File: src/rtl/regwrite_decoder_sb.sv
// Multi-port register-file write-strobe decoder with registered strobes and a
// one-bit-per-register busy scoreboard feeding decode-stage hazard checks.

module regwrite_port_dec #(
  parameter int ADDR_W   = 5,
  parameter int NUM_REGS = 32,
  parameter int ZERO_EN  = 1,
  parameter int ZERO_REG = 31
) (
  input  logic                en,
  input  logic [ADDR_W-1:0]   addr,
  output logic [NUM_REGS-1:0] vec
);
  localparam logic [NUM_REGS-1:0] ONE  = NUM_REGS'(1);
  localparam logic [NUM_REGS-1:0] KEEP = (ZERO_EN != 0) ? ~(ONE << ZERO_REG) : '1;

  assign vec = en ? ((ONE << addr) & KEEP) : '0;
endmodule

module regwrite_decoder_sb #(
  parameter int ADDR_W    = 5,
  parameter int NUM_REGS  = 32,
  parameter int NUM_PORTS = 2,
  parameter int ZERO_EN   = 1,
  parameter int ZERO_REG  = 31
) (
  input  logic                          clk,
  input  logic                          reset_n,
  input  logic [NUM_PORTS-1:0]          wr_en,
  input  logic [NUM_PORTS*ADDR_W-1:0]   wr_addr,
  output logic [NUM_PORTS*NUM_REGS-1:0] we_port,
  output logic [NUM_REGS-1:0]           we_any,
  output logic                          conflict,
  input  logic                          iss_valid,
  input  logic [ADDR_W-1:0]             iss_addr,
  output logic [NUM_REGS-1:0]           busy,
  input  logic [ADDR_W-1:0]             rd_addr_a,
  input  logic [ADDR_W-1:0]             rd_addr_b,
  output logic                          hazard_a,
  output logic                          hazard_b
);
  logic [NUM_PORTS-1:0][NUM_REGS-1:0] dec, hi, kept;
  logic [NUM_REGS-1:0]                iss_vec, clr, any_n;
  logic                               coll;

  for (genvar p = 0; p < NUM_PORTS; p++) begin : g_port
    regwrite_port_dec #(
      .ADDR_W(ADDR_W), .NUM_REGS(NUM_REGS), .ZERO_EN(ZERO_EN), .ZERO_REG(ZERO_REG)
    ) u_dec (
      .en(wr_en[p]), .addr(wr_addr[p*ADDR_W +: ADDR_W]), .vec(dec[p])
    );
  end

  regwrite_port_dec #(
    .ADDR_W(ADDR_W), .NUM_REGS(NUM_REGS), .ZERO_EN(ZERO_EN), .ZERO_REG(ZERO_REG)
  ) u_iss (
    .en(iss_valid), .addr(iss_addr), .vec(iss_vec)
  );

  // hi[p] = union of all higher ports; a lower port loses any bit a higher one claims
  always_comb begin
    hi    = '0;
    kept  = '0;
    clr   = '0;
    any_n = '0;
    coll  = 1'b0;
    for (int p = NUM_PORTS - 2; p >= 0; p--)
      hi[p] = hi[p+1] | dec[p+1];
    for (int p = 0; p < NUM_PORTS; p++) begin
      kept[p] = dec[p] & ~hi[p];
      coll    = coll | (|(dec[p] & hi[p]));
      clr     = clr | dec[p];
      any_n   = any_n | kept[p];
    end
  end

  always_ff @(posedge clk or negedge reset_n) begin
    if (!reset_n) begin
      we_port  <= '0;
      we_any   <= '0;
      conflict <= 1'b0;
      busy     <= '0;
    end else begin
      we_port  <= kept;
      we_any   <= any_n;
      conflict <= coll;
      // issue is younger than the writeback, so set overrides clear
      busy     <= (busy & ~clr) | iss_vec;
    end
  end

  assign hazard_a = busy[rd_addr_a];
  assign hazard_b = busy[rd_addr_b];
endmodule
File: config.mk
export PLATFORM = sky130hd
export DESIGN_NAME = regwrite_decoder_sb
export DESIGN_NICKNAME = d
export VERILOG_FILES = /design/src/rtl/regwrite_decoder_sb.sv
export SDC_FILE = /design/constraint.sdc
export NUM_CORES = 1
export LEC_CHECK = 0
export BUFFER_PORTS_ARGS = -buffer_cell sky130_fd_sc_hd__buf_4
export CORE_UTILIZATION = 52
export DETAILED_ROUTE_END_ITERATION = 8
export PLACE_DENSITY = 0.8
export SLEW_MARGIN = 20
export SYNTH_ARGS = -nofsm -noshare
export SYNTH_HDL_FRONTEND = slang
export SYNTH_HIERARCHICAL = 1
export SYNTH_SLANG_ARGS = --single-unit
File: constraint.sdc
create_clock -name clk -period 1.9 [get_ports clk]
set_input_delay 0.38 -clock clk [delete_from_list [all_inputs] [get_ports clk]]
set_output_delay 0.38 -clock clk [all_outputs]
set_load 0.02 [all_outputs]
==> run summary, run 1 <==
Status: finished with violations
Failing checks: setup timing
Number of CTS-inserted buffers: 17
Clk_lat worst skew: 0.53 ns
#FFs+latches synth: 129
RSZ-0062 raised after global routing: true
Max Fclk: 453 MHz
Pins Over Slew Limit: 0
GR Overflow Total: 0
Post-Syn Nets: 534
Fin crit period: 2.21 ns
Routing usage on met3: 0.0821
Final Hold Violating Endpoints: 0
Iteration-0 DRC Markers: 315
Seq/Total Area, Yosys: 0.592
Clock Tree Root: clkbuf_8
Leak pwr: 4.67 nW
Syn Inst Count: 504
Die ar.: 10900 um^2
Syn avg cell area: 10.8 um^2
Initial Utilization: 0.533
Dpl cells: 868
# Max-Cap Violations: 0
Detailed Place HPWL: 13.3 mm
Routed wire per std cell: 20.2 um
Hold WC Path Type: primary input to flop
Final worst slack: -0.310 ns
PortBufs: 160
Crit-path cells: mux2i_1 > a22oi_1 > nand4b_1 > a21oi_1 > a311o_1 > buf_6
Busiest layer in global routing: met2
Share of layout cells above drive strength 1: 0.389
CP Launch Type: flop
Grt met2 use: 0.581
Std cell rows: 37
Drt drc: 0
Headroom to the max-slew limit: 0.662
Post-route non-filler standard cell count: 914
CP peak stage delay: 0.43 ns
Core Box Area: 10200 um^2
Critical path class: flop to output pin
Netlist cell types: 28
Yosys warns: 6
Syn Std Cell Area: 5450 um^2
Filler instances: 604
Largest net degree at the start of global routing: 51
DRT Pass-1 Iters: 5
Remaining antenna violation count after routing: 0
Clock Sinks: 129
Peak fanout along the critical path: 4
Routability cong.: 0.979
Die span in y: 104 um
Initial antenna violation count: 0
Vias in the first global route: 5122
WP data required: 1.52 ns
Antenna Cells: 0
Setup TNS: -0.606 ns
CTS tree: yes
Clock Skew: 0 ns
H-tree depth: 4
Final nets: 796
Max clock buf depth: 2
Routed vias: 5034
Clk slew on worst S/H paths: 0.06 ns
Vias per std cell: 5.51
CP arrival: 1.83 ns
PD cells: 979 nW/um^2
Boundary pin count: 161
Final setup vio count: 2
Max VDD drop: 567 uV
Area delta synth->final: 49.6%
Slowest-stage cell, CP: dfrtp_1
Final period util: 1.16
DP Worst Slack: -0.102 ns
Met1 Use GR: 0.420
Worst setup EP type: output pin
Total wire length: 18.4 mm
First-pass GRT wire length: 27.8 mm
Worst slew pin tran: 0.507 ns
Die W: 104 um
Tot GR Track Use: 0.348
Hold Slack: 0.260 ns
[cell usage after synthesis, drive strengths merged]
master | number | share of area
dfrtp | 129 | 0.59
nor2 | 127 | 0.087
a21o | 32 | 0.044
inv | 32 | 0.022
mux2i | 32 | 0.059
nor2b | 32 | 0.037
a22oi | 24 | 0.033
nand2 | 15 | 0.010
nand4b | 11 | 0.018
clkbuf | 9 | 0.0062
nand4bb | 9 | 0.019
buf | 7 | 0.016
nand4 | 7 | 0.0080
a21oi | 6 | 0.0055
nand2b | 6 | 0.0069
and2b | 4 | 0.0060
nand3 | 4 | 0.0037
conb | 3 | 0.0021
or2 | 3 | 0.0034
or4b | 3 | 0.0076
a211oi | 2 | 0.0028
a311o | 2 | 0.0037
and2 | 2 | 0.0028
or2b | 2 | 0.0032
or4 | 1 | 0.0014
[layout by cell type, fill, tap and decap left out, types with 4 or more instances in the layout]
cell         n
buf_4      251
nor2_1     127
dfrtp_1    126
inv_1       32
a21o_1      32
nor2b_1     32
mux2i_1     32
a22oi_1     24
clkbuf_16   16
nand2_1     15
nand4b_1    11
nand4bb_1    9
nand4_1      7
a21oi_1      6
nand2b_1     6
bufinv_16    5
buf_12       5
nand3_1      4
clkinv_4     4
[layout make-up]
cell class / instances / area [um^2] / share of cell area
clock buffer: 18 / 418 / 0.0513
sequential: 129 / 3230 / 0.396
inverter: 32 / 120 / 0.0147
timing repair buffer: 259 / 2020 / 0.247
multi-input combinational: 327 / 1980 / 0.243
clock inverter: 13 / 213 / 0.0261
tap: 136 / 170 / 0.0209
[worst paths after layout]
check / start / end / slack (ns) / cells past startpoint
max: busy[21] / hazard_a / -0.31 / 6
min: wr_addr[5] / we_port[52] / 0.26 / 3
max reg2reg: busy[16] / busy[16] / 1.05 / 2
min reg2reg: busy[17] / busy[17] / 0.55 / 1
max in group asynchronous: reset_n / busy[24] / 0.95 / 3
min in group asynchronous: reset_n / we_port[37] / 0.31 / 2
[cell families (layout without fill, tap and decap cells)]
family / Yosys count / count (layout) / share of synthesized area
other: 3 / 3 / 0.00207
multiplexers: 32 / 32 / 0.0588
buffers and inverters: 48 / 322 / 0.0439
flip-flops: 129 / 129 / 0.592
AO/OA/AOI/OAI: 66 / 66 / 0.0891
AND/OR/NAND/NOR: 226 / 226 / 0.214
[power breakdown]
group	switching (mW)	internal (mW)
Clock	1.23	2.26
Sequential	0.204	2.93
Combinational	0.721	0.639
[flip-flops by register name, indices dropped and copies added, names as in the netlist]
name      count
busy         32
conflict      1
we_any       32
we_port      64
[timing repair]
item	CTS	global route
gates resized for setup	5	0
endpoints found under the hold margin	24	0
setup endpoints to repair	2	2
hold buffers	1	0
buffers inserted	12	2
pin swaps	10	3
[routing by layer]
layer,part of all wire,wire (um)
met5,0,0
met4,0.039,718
met3,0.076,1400
met2,0.50,9220
met1,0.38,7080
[worst max-delay path: cells and delay by family, from the launching register on]
| family | cells | cell delay (ns) |
|---|---|---|
| compound gates | 3 | 0.47 |
| flops | 1 | 0.43 |
| simple gates | 1 | 0.10 |
| buf+inv | 1 | 0.14 |
| mux | 1 | 0.16 |
[metrics by stage]
step                area (um^2)  total power [mW]   util
global route               8150              8.18  0.797
global placement           7390              4.38  0.723
detailed placement         7390              4.40  0.723
CTS                        8140              7.95  0.795
floorplan                  5450              3.74      -
finish                     8150              7.98  0.797
Power figures use the tool's default switching activity.
==> run 2, diff against run 1 <==
CORE_UTILIZATION = 30   (was 52)
PLACE_DENSITY = default   (was 0.8)
==> run summary, run 2 (synthesis gave the netlist of run 1 again) <==
WP data required: 1.52 ns
Max clock buf depth: 2
Routed vias: 4660
Worst setup EP type: output pin
Hold WC Path Type: primary input to flop
RSZ-0062 raised after global routing: true
Vias in the first global route: 4806
Clock Sinks: 129
First-pass GRT wire length: 27.6 mm
GR Overflow Total: 0
Remaining antenna violation count after routing: 0
Clock Tree Root: clkbuf_16
Top reg by flops: we_port
Final setup vio count: 2
Max Fclk: 464 MHz
Routability cong.: 0.877
Hold Path Depth: 3
Die W: 137 um
CTS tree: yes
Total wire length: 18.4 mm
Post-route non-filler standard cell count: 992
H-tree depth: 4
Detailed Place HPWL: 14.7 mm
CP arrival: 1.77 ns
Share of layout cells above drive strength 1: 0.387
CP top delay family: compound AO/OA/AOI/OAI gates
Antenna Cells: 0
Drt drc: 0
Final Hold Violating Endpoints: 0
Failing checks: setup timing
# Max-Cap Violations: 0
Routed wire per std cell: 18.5 um
Crit-path cells: mux2i_1 > a21oi_1 > nand3_1 > nand2_1 > a311o_1 > buf_6
Max VDD drop: 620 uV
Tot GR Track Use: 0.207
Reg2reg path depth: 2
Initial antenna violation count: 0
Final nets: 784
CP peak stage delay: 0.43 ns
Area delta synth->final: 50.8%
Dpl cells: 952
Largest net degree at the start of global routing: 42
DRT Pass-1 Iters: 4
Boundary pin count: 161
Status: finished with violations
Max reg flops: 64
Iteration-0 DRC Markers: 239
Std cell rows: 48
Pins Over Slew Limit: 0
R2R Setup Slk: 1.05 ns
Worst path bufs/invs: 1
Most common cell after layout, fill and taps aside: buf_4
Most frequent cells in the layout: 237 x buf_4, 127 x nor2_1, 124 x dfrtp_1
Final period util: 1.13
Final Util: 0.469
Min-Delay Startpoint: wr_addr[6]
Slowest-stage cell, CP: dfrtp_1
Hold EP: we_port[52]
Clock Skew: 0 ns
Leak pwr: 4.62 nW
Peak fanout along the critical path: 4
Worst R2R End: busy[9]
Core Box Area: 17500 um^2
CP Launch Type: flop
PortBufs: 160
Vias per std cell: 4.70
Clk_lat worst skew: 0.42 ns
Top Registers: we_port: 64 flops, busy: 32 flops, we_any: 32 flops
Initial Utilization: 0.311
Fin crit period: 2.15 ns
Worst R2R Start: busy[9]
Number of CTS-inserted buffers: 17
Die span in y: 137 um
Critical path class: flop to output pin
Clk slew on worst S/H paths: 0.06 ns
Die ar.: 18700 um^2
Final worst slack: -0.253 ns
PD cells: 964 nW/um^2
## run 2: worst reg2reg max path, cell delays in order, from the launching register on
cell,delay (ns)
dfrtp_2,0.43
buf_4,0.15
a21o_1,0.16
## run 2: through the flow
stage | hold slack, ns | setup WS [ns] | setup TNS, ns | power, mW | instance area [um^2]
CTS | 0.360 | -0.262 | -0.518 | 7.98 | 8210
floorplan | 0.0844 | 0.166 | 0 | 3.74 | 5450
global placement | 0.359 | -0.0715 | -0.149 | 4.43 | 7490
finish | 0.382 | -0.253 | -0.494 | 7.92 | 8220
global route | 0.378 | -0.351 | -0.660 | 8.24 | 8220
detailed placement | 0.365 | -0.141 | -0.310 | 4.44 | 7490
## run 2: power by group
group	internal, mW	switching (mW)
Combinational	0.604	0.694
Sequential	2.93	0.230
Clock	2.22	1.25
Total	5.75	2.17
## run 2: what timing repair did
item,4_1_cts,5_1_grt
setup buffers,7,0
hold buffers,1,0
setup endpoints to repair,2,2
resized for setup,7,3
pin swaps,8,0
endpoints found under the hold margin,30,0
## run 2: layout make-up
class | instances | area, um^2
clock buffer | 18 | 429
clock inverter | 14 | 205
fill | 1702 | 9320
inverter | 32 | 120
multi-input combinational | 327 | 1990
sequential | 129 | 3230
tap | 225 | 282
timing repair buffer | 247 | 1950
## run 2: how the worst max path moves through the flow
stage,start,end,slack [ns],cells past startpoint
finish,busy[26],hazard_a,-0.25,6
global route,busy[9],hazard_a,-0.35,6
CTS,busy[9],hazard_a,-0.26,6
detailed placement,rd_addr_b[1],hazard_b,-0.14,7
global placement,rd_addr_a[1],hazard_a,-0.07,7
floorplan,rd_addr_a[1],hazard_a,0.17,7
## run 2: metal layers
layer | global-route usage | vias to the layer above | part of all wire
met4 | 0.0775 | 0 | 0.016
met3 | 0.0481 | 23 | 0.063
met5 | 0 | - | 0
li1 | - | 2186 | -
met1 | 0.271 | 2276 | 0.46
met2 | 0.331 | 175 | 0.46
